## config.mk

```make
export PLATFORM = sky130hd
export DESIGN_NAME = scanner_input_conditioner
export DESIGN_NICKNAME = d
export VERILOG_FILES = /design/src/rtl/scanner_panel_pkg.sv /design/src/rtl/scanner_sync_debounce.sv /design/src/rtl/scanner_input_conditioner.sv
export SDC_FILE = /design/constraint.sdc
export NUM_CORES = 1
export LEC_CHECK = 0
export ABC_AREA = 1
export CAP_MARGIN = 10
export CORE_ASPECT_RATIO = 1.4
export CORE_MARGIN = 10
export CORE_UTILIZATION = 34
export CTS_BUF_LIST = sky130_fd_sc_hd__clkbuf_2
export DETAILED_ROUTE_END_ITERATION = 12
export PLACE_DENSITY = 0.55
export SYNTH_ARGS = -nofsm -noshare
export SYNTH_HDL_FRONTEND = slang
export SYNTH_SLANG_ARGS = --single-unit
```

## constraint.sdc

```tcl
create_clock -name clk -period 1.4 [get_ports clk]
set_input_delay 0.14 -clock clk [delete_from_list [all_inputs] [get_ports clk]]
set_output_delay 0.14 -clock clk [all_outputs]
set_load 0.05 [all_outputs]
```

## src/rtl/scanner_panel_pkg.sv

```systemverilog
// Shared encodings and constants for the scanner operator-panel front end.
package scanner_panel_pkg;

  // Button debounce FSM states
  typedef enum logic [1:0] {
    BTN_IDLE         = 2'd0,
    BTN_PRESS_WAIT   = 2'd1,
    BTN_PRESSED      = 2'd2,
    BTN_RELEASE_WAIT = 2'd3
  } btn_state_t;

  // Interlock latch FSM states
  typedef enum logic [1:0] {
    ILK_SAFE     = 2'd0,
    ILK_TRIPPED  = 2'd1,
    ILK_HOLD     = 2'd2,
    ILK_WAIT_ACK = 2'd3
  } ilk_state_t;

  localparam logic [7:0] START_COUNT_MAX = 8'd255;

  // Saturating increment for the accepted-start counter
  function automatic logic [7:0] sat_inc8(input logic [7:0] value);
    if (value == START_COUNT_MAX) begin
      return value;
    end else begin
      return value + 8'd1;
    end
  endfunction

endpackage

```

## src/rtl/scanner_sync_debounce.sv

```systemverilog
// Input synchroniser followed by a four-state button debouncer.
// press_event is a one-cycle decode of the PRESS_WAIT->PRESSED transition,
// so the consumer registers it on the same edge that sets the level.
module scanner_sync_debounce
  import scanner_panel_pkg::*;
#(
  parameter int SYNC_STAGES     = 2,
  parameter int DEBOUNCE_CYCLES = 16
) (
  input  logic clk,
  input  logic reset,
  input  logic din_raw,
  output logic level,
  output logic press_event
);

  localparam int CNT_W = $clog2(DEBOUNCE_CYCLES + 1);
  localparam logic [CNT_W-1:0] CNT_ONE = CNT_W'(1);
  localparam logic [CNT_W-1:0] CNT_MAX = CNT_W'(DEBOUNCE_CYCLES);

  logic [SYNC_STAGES-1:0] sync_r;
  logic                   din_s;
  btn_state_t             state_r;
  btn_state_t             state_next_s;
  logic [CNT_W-1:0]       cnt_r;
  logic [CNT_W-1:0]       cnt_next_s;
  logic                   level_r;
  logic                   level_next_s;
  logic                   press_s;

  // Shift the raw input through the synchroniser chain
  always_ff @(posedge clk or negedge reset) begin
    if (!reset) begin
      sync_r <= '0;
    end else begin
      sync_r <= {sync_r[SYNC_STAGES-2:0], din_raw};
    end
  end

  assign din_s = sync_r[SYNC_STAGES-1];

  // Debounce state, counter and level registers
  always_ff @(posedge clk or negedge reset) begin
    if (!reset) begin
      state_r <= BTN_IDLE;
      cnt_r   <= '0;
      level_r <= 1'b0;
    end else begin
      state_r <= state_next_s;
      cnt_r   <= cnt_next_s;
      level_r <= level_next_s;
    end
  end

  // Next-state decode; the press event fires only on entry to PRESSED
  always_comb begin
    state_next_s = state_r;
    cnt_next_s   = cnt_r;
    level_next_s = level_r;
    press_s      = 1'b0;
    case (state_r)
      BTN_IDLE: begin
        if (din_s) begin
          state_next_s = BTN_PRESS_WAIT;
          cnt_next_s   = CNT_ONE;
        end else begin
          state_next_s = BTN_IDLE;
        end
      end
      BTN_PRESS_WAIT: begin
        if (!din_s) begin
          state_next_s = BTN_IDLE;
        end else if (cnt_r == CNT_MAX) begin
          state_next_s = BTN_PRESSED;
          level_next_s = 1'b1;
          press_s      = 1'b1;
        end else begin
          cnt_next_s = cnt_r + CNT_ONE;
        end
      end
      BTN_PRESSED: begin
        if (!din_s) begin
          state_next_s = BTN_RELEASE_WAIT;
          cnt_next_s   = CNT_ONE;
        end else begin
          state_next_s = BTN_PRESSED;
        end
      end
      BTN_RELEASE_WAIT: begin
        if (din_s) begin
          // bounce back to held: no new press event
          state_next_s = BTN_PRESSED;
        end else if (cnt_r == CNT_MAX) begin
          state_next_s = BTN_IDLE;
          level_next_s = 1'b0;
        end else begin
          cnt_next_s = cnt_r + CNT_ONE;
        end
      end
      default: begin
        state_next_s = BTN_IDLE;
        cnt_next_s   = '0;
        level_next_s = 1'b0;
      end
    endcase
  end

  assign level       = level_r;
  assign press_event = press_s;

endmodule

```

## src/rtl/scanner_input_conditioner.sv

```systemverilog
// Operator-panel front end: debounced start button gated by a latched,
// fail-safe interlock that needs a quiet hold time plus an operator ack.
module scanner_input_conditioner
  import scanner_panel_pkg::*;
#(
  parameter int SYNC_STAGES     = 2,
  parameter int DEBOUNCE_CYCLES = 16,
  parameter int INTERLOCK_HOLD  = 8
) (
  input  logic       clk,
  input  logic       reset,
  input  logic       btn_raw,
  input  logic       interlock_raw,
  input  logic       ack_clear,
  output logic       op_start_pulse,
  output logic       interlock_sig,
  output logic       btn_level,
  output logic       start_reject,
  output logic [7:0] start_count
);

  localparam int HCNT_W = $clog2(INTERLOCK_HOLD + 1);
  localparam logic [HCNT_W-1:0] HCNT_ONE = HCNT_W'(1);
  localparam logic [HCNT_W-1:0] HCNT_MAX = HCNT_W'(INTERLOCK_HOLD);

  logic                   press_event_s;
  logic [SYNC_STAGES-1:0] ilk_sync_r;
  logic                   ilk_s;
  ilk_state_t             ilk_state_r;
  ilk_state_t             ilk_state_next_s;
  logic [HCNT_W-1:0]      hcnt_r;
  logic [HCNT_W-1:0]      hcnt_next_s;
  logic                   interlock_sig_r;
  logic                   pulse_r;
  logic                   reject_r;
  logic [7:0]             count_r;

  scanner_sync_debounce #(
    .SYNC_STAGES    (SYNC_STAGES),
    .DEBOUNCE_CYCLES(DEBOUNCE_CYCLES)
  ) u_btn (
    .clk        (clk),
    .reset      (reset),
    .din_raw    (btn_raw),
    .level      (btn_level),
    .press_event(press_event_s)
  );

  // Synchronise the raw interlock line
  always_ff @(posedge clk or negedge reset) begin
    if (!reset) begin
      ilk_sync_r <= '0;
    end else begin
      ilk_sync_r <= {ilk_sync_r[SYNC_STAGES-2:0], interlock_raw};
    end
  end

  assign ilk_s = ilk_sync_r[SYNC_STAGES-1];

  // Interlock next-state decode; a re-trip always beats an acknowledge
  always_comb begin
    ilk_state_next_s = ilk_state_r;
    hcnt_next_s      = hcnt_r;
    case (ilk_state_r)
      ILK_SAFE: begin
        if (ilk_s) begin
          ilk_state_next_s = ILK_TRIPPED;
        end else begin
          ilk_state_next_s = ILK_SAFE;
        end
      end
      ILK_TRIPPED: begin
        if (!ilk_s) begin
          ilk_state_next_s = ILK_HOLD;
          hcnt_next_s      = HCNT_ONE;
        end else begin
          ilk_state_next_s = ILK_TRIPPED;
        end
      end
      ILK_HOLD: begin
        if (ilk_s) begin
          ilk_state_next_s = ILK_TRIPPED;
        end else if (hcnt_r == HCNT_MAX) begin
          ilk_state_next_s = ILK_WAIT_ACK;
        end else begin
          hcnt_next_s = hcnt_r + HCNT_ONE;
        end
      end
      ILK_WAIT_ACK: begin
        if (ilk_s) begin
          ilk_state_next_s = ILK_TRIPPED;
        end else if (ack_clear) begin
          ilk_state_next_s = ILK_SAFE;
        end else begin
          ilk_state_next_s = ILK_WAIT_ACK;
        end
      end
      default: begin
        ilk_state_next_s = ILK_WAIT_ACK;
        hcnt_next_s      = '0;
      end
    endcase
  end

  // Interlock state register; the output is decoded from the next state so
  // it changes on the same edge as the state
  always_ff @(posedge clk or negedge reset) begin
    if (!reset) begin
      ilk_state_r     <= ILK_WAIT_ACK;
      hcnt_r          <= '0;
      interlock_sig_r <= 1'b1;
    end else begin
      ilk_state_r     <= ilk_state_next_s;
      hcnt_r          <= hcnt_next_s;
      interlock_sig_r <= (ilk_state_next_s != ILK_SAFE);
    end
  end

  // Gate each press event on the interlock level currently presented
  always_ff @(posedge clk or negedge reset) begin
    if (!reset) begin
      pulse_r  <= 1'b0;
      reject_r <= 1'b0;
      count_r  <= 8'd0;
    end else if (press_event_s) begin
      if (!interlock_sig_r) begin
        pulse_r  <= 1'b1;
        reject_r <= 1'b0;
        count_r  <= sat_inc8(count_r);
      end else begin
        pulse_r  <= 1'b0;
        reject_r <= 1'b1;
      end
    end else begin
      pulse_r  <= 1'b0;
      reject_r <= 1'b0;
    end
  end

  assign op_start_pulse = pulse_r;
  assign start_reject   = reject_r;
  assign start_count    = count_r;
  assign interlock_sig  = interlock_sig_r;

endmodule

```

* Word-level counts from Yosys, hierarchy flattened
Index checks and enable logic that the tools add are counted.
** Word-level totals
- Bits of input ports :: 5
- Output and inout port bits :: 12
- Bits in registers :: 29
** Operators by class
- Reductions and logical operators :: 10
- Eq/ne operators :: 20
- Add/sub/neg operators :: 3
- Mux-type cells :: 36
- Bitwise gates (word level) :: 2
** Operators with widths (number)
- 5-bit 2-to-1 mux :: 5
- 5-bit one-hot mux with 4 select lines :: 1
- 2-bit 2-to-1 mux :: 9
- 2-bit one-hot mux with 4 select lines :: 2
- 1-bit 2-to-1 mux :: 14
- 4-bit 2-to-1 mux :: 3
- 2-bit inequality test, second input constant :: 5
- 8-bit by 1-bit adder with 8-bit output, second input constant :: 1
- 2-bit == test, second input constant :: 4
- 8-bit == test, second input constant :: 1
- 2-bit by 1-bit inequality test with 1-bit output, second input constant :: 4
- 4-bit one-hot mux with 2 select lines :: 1
- 4-bit AND reduction :: 2
- 2-bit nonzero test :: 3
- 5-bit by 1-bit adder with 5-bit output, second input constant :: 1
- 5-bit == test, second input constant :: 1
- 5-bit AND reduction :: 1
- 4-bit by 1-bit adder with 4-bit output, second input constant :: 1
- 2-bit by 1-bit == test with 1-bit output, second input constant :: 2
- 4-bit == test, second input constant :: 1
- 2-bit logical NOT :: 2
- 3-bit by 1-bit inequality test with 1-bit output, second input constant :: 1
- 3-bit inequality test, second input constant :: 1
- 3-bit AND reduction :: 1
- 3 further kinds :: 4

* Depth between registers and ports, before layout
- Word-level depth :: 5
- Depth in mapped cells :: 9

* By module
From an unflattened synthesis, not the netlist that was laid out.
** Unflattened totals
- Cell total of the unflattened synthesis :: 183
- Area, all modules :: 1511.4 um2
** By module, submodules not included
- scanner_input_conditioner :: cells an instance 124, instances 1, sequential area each 479.2 um2, area each 998.5 um2
- scanner_sync_debounce :: cells an instance 59, instances 1, sequential area each 250.2 um2, area each 513.0 um2

* Least setup slack after synthesis
OpenSTA, ideal clock, no wires.
- Path type :: register -> register
- Start :: reg count_r[1] (netlist: start_count[1])
- End :: reg count_r[4] (netlist: start_count[4])
- Cell stages (with the launch flop) :: 9
- Path slack :: -243 ps
- Library setup time :: 121 ps
- Arrival :: 1522 ps
- Cells stage by stage :: dfrtp_1 ha_1 nand2_1 nor2_1 nand2_1 nand2_2 nor2_4 nand2_1 nand2_1
** Between the ends
- Cells in the longest elaborated chain, start to end :: 3
** RTL lines
- from (decl) :: line scanner_input_conditioner.sv:36 : logic [7:0] count_r;
- from (signal assigned) :: line scanner_input_conditioner.sv:129 : count_r <= sat_inc8(count_r);
- parallel branches: the longest is 3 deep, another holds 8-bit by 1-bit adder with 8-bit output
Several ways; the timed one is not identified.
A chain may end at the register's enable or synchronous reset.

* Worst setup path in the final report
- Start :: reg u_btn.cnt_r[0]
- End :: reg count_r[1] (netlist: start_count[1])
** Between the ends
- Cells in the longest elaborated chain, start to end :: 5
** RTL lines
- from (decl) :: line scanner_sync_debounce.sv:25 : logic [CNT_W-1:0] cnt_r;
- from (signal assigned) :: line scanner_sync_debounce.sv:50 : cnt_r <= cnt_next_s;
- 5-bit == test :: line scanner_sync_debounce.sv:73 : end else if (cnt_r == CNT_MAX) begin
- 1-bit 2-to-1 mux :: line scanner_sync_debounce.sv:73
- 1-bit 2-to-1 mux :: line scanner_sync_debounce.sv:71 : if (!din_s) begin
- 1-bit 2-to-1 mux :: line scanner_sync_debounce.sv:61 : case (state_r)
- 3-bit AND reduction (no source line)
No other way between the ends.

==> impl_metrics.ini <==
[clocking]
clk_pin_slew_ps = 160
htreeDepth = 2
clk_path_buf_depth = 2
cts_tree = done
clk_root_buffer_cell = clkbuf_2
cts_made_buffers = 5
insertion_delay_ps = 350
clock-sinks = 29

[layout]
fillers = 434
area_growth_syn_to_layout_pct = 38.8
layout-drive-gt1-share_pct = 30.8
num_antenna_cells = 0
seqCellArea_sq_um = 734
nNetsFinal = 236
stdcell_count = 287
multi_input_area_sq_um = 736

[route]
drc = 0
ant_nets = 0
wl_mm = 3.14
vias = 1277
dr.pass1.iters = 4
via_per_inst = 4.45
wl_per_cell_microns = 10.9
initialDrtViolationCount = 56

[global_routing]
antenna_found_initial = 0
grt_pass1_vias = 1255
grt_overflow = 0
grt_pass1_wl_mm = 5.53
grt_max_degree = 30
grtUsageTotal_pct = 8.75

[synth]
synth_area_leaders = dfrtp_1, nand2_1, inv_1
synth_warnings = 0
synth_fp_nets = 195
yosysSeqAreaShare_pct = 47.9
synth-edff-count = 0
synthesis.area_sq_um = 1520
synth_cell_types = 22
synth-seq-cells = 29
synth_top_area_share_pct = 42.7
avgSynthCellArea_sq_um = 8.24
synth_most_common_cell = nand2_1
netlist_instances = 185
yosysTopAreaCell = dfrtp_1
synth_common_cells = nand2_1, inv_1, dfrtp_1
synthArstFlopShare_pct = 100
synth_top_flop_cell = dfrtp_1

[worst_setup_path]
path_max_fanout = 8
slowest_stage = dfrtp_1
crit_path_end_kind = flop
path_class = flop to flop
ff2ff_path_depth = 8
max_stage_delay_ps = 420
path_cells = inv_2 -> ha_4 -> nand2_4 -> nor2_4 -> nand3_4 -> nor2_4 -> nand2_1 -> nand2_1
cp.arrival_ps = 1670
crit_required_ps = 1700
startpoint_type = flop

[placement]
place.gp.congestion = 0.765
hpwl_mm = 2.29
io_buffers = 16
post-place-cells = 273

[sta]
fin_crit_sh_pct = 97.8
rsz0062_at_grt = yes
finalMaxSlewViolations = 0
fin_skew_ps = 5.57
tightest_slew_ps = 255
clock.fmax_ghz = 0.730
setup-tns-final_ps = 0
hold_viol_final = 0
min_period_ps = 1370
setup_viol = 0
relSlewSlack_pct = 83.0

[die]
io_pins = 17
coreArea_sq_um = 4270
dieArea_sq_um = 7600
start_util_pct = 35.7
die_h_microns = 99.2
die_x_microns = 76.6
rows = 28

[worst_hold_path]
worst_hold_path_type = input port to asynchronous set/reset pin

[pwr]
power.switching_uw = 498
clkPwrFrac_pct = 25.4
p_leak_uw = 0.00104
power.share.switching_pct = 30.1
ir_worst_vdd_v = 0.000380
comb_power_share_pct = 19.0
p_seq_share_pct = 55.6
pwr_density_cell_nw_per_um2 = 782
p_int_uw = 1160

[run_status]
status = finished clean

[job]
maxCapViolCount = 0
## layer usage
metal | part of all wire [%] | track usage, %
met5 | 0 | 0
met4 | 0.73 | 4.59
met3 | 5.3 | 3.33
met2 | 50 | 14.3
met1 | 44 | 9.69
## logic make-up (layout without fill, tap and decap cells)
family          count (synthesis)  count (layout)  synth area share, %
simple gates                   92              93                 27.5
buf+inv                        33              74                 8.70
flops                          29              29                 47.9
compound gates                 20              20                 8.37
xor+xnor                        6               6                 3.45
fa+ha+maj                       5               5                 4.11
## timing repair
item                                    CTS  global route
endpoints found under the setup margin    8            17
hold buffers                              0             0
setup buffers                             1             4
resized for setup                         8            10
gates cloned                              1             0
pin swaps                                 7            19
## power by group through the flow
stage / combinational, uW / sequential [uW] / clock [uW]
after floorplan: 132 / 946 / 0
after global placement: 280 / 934 / 0
after detailed placement: 281 / 934 / 0
after CTS: 301 / 920 / 450
after global routing: 354 / 928 / 489
final: 314 / 920 / 420
## cell type report
| cell class | instances | share of cell area (%) |
|---|---|---|
| Tap cell | 60 | 3.55 |
| Sequential cell | 29 | 34.7 |
| Timing Repair Buffer | 35 | 19.6 |
| Inverter | 31 | 5.50 |
| Multi-Input combinational cell | 124 | 34.8 |
| Clock inverter | 2 | 0.473 |
| Clock buffer | 6 | 1.42 |
## registers in the layout, indices dropped and copies added, names as in the netlist, named ones only
name            cells
op_start_pulse      1
u_btn.cnt_r         5
u_btn.sync_r        2
start_count         8
ilk_state_r         2
ilk_sync_r          2
u_btn.state_r       1
interlock_sig       1
start_reject        1
hcnt_r              4
u_btn.level         1
## final timing paths
kind,from,to,slack (ps)
max,u_btn.cnt_r[0],start_count[1],30
min,reset,start_count[7],130
max reg2reg,u_btn.cnt_r[0],start_count[1],30
min reg2reg,u_btn.sync_r[0],u_btn.sync_r[1],370
max in group asynchronous,reset,ilk_state_r[1],1040
min in group clk,btn_raw,u_btn.sync_r[0],210
## worst max-delay path, delay by kind of cell, from the launching register on
| kind | cells | cell delay (ps) |
|---|---|---|
| and+or+nand+nor | 6 | 700 |
| adders and majority gates | 1 | 140 |
| buffers and inverters | 1 | 80 |
| DFF | 1 | 420 |
## placed cells by master (no fill, tap or decap), drive strengths merged, types with 6 or more instances in the layout
master | synthesis | routed
nand2 | 60 | 60
inv | 31 | 31
buf | 2 | 31
dfrtp | 26 | 26
nand3 | 14 | 15
nor2 | 14 | 14
o21ai | 10 | 10
o21bai | 9 | 9
clkbuf | 0 | 6
## per-stage QoR
| step | total power [uW] | area, sq um | worst slack [ps] | utilization, % | hold slack (ps) |
|---|---|---|---|---|---|
| 5_1_grt | 1770 | 2120 | -85.1 | 49.5 | 93.0 |
| 3_5_place_dp | 1220 | 1980 | -14.7 | 46.3 | 335 |
| 4_1_cts | 1670 | 2060 | 0.992 | 48.2 | 96.7 |
| 6_report | 1650 | 2120 | 31.0 | 49.5 | 126 |
| 3_3_place_gp | 1210 | 1980 | 47.3 | 46.3 | 333 |
| 2_1_floorplan | 1080 | 1550 | 17.2 | - | -156 |
Note: power is estimated with default switching activity, not from simulation.
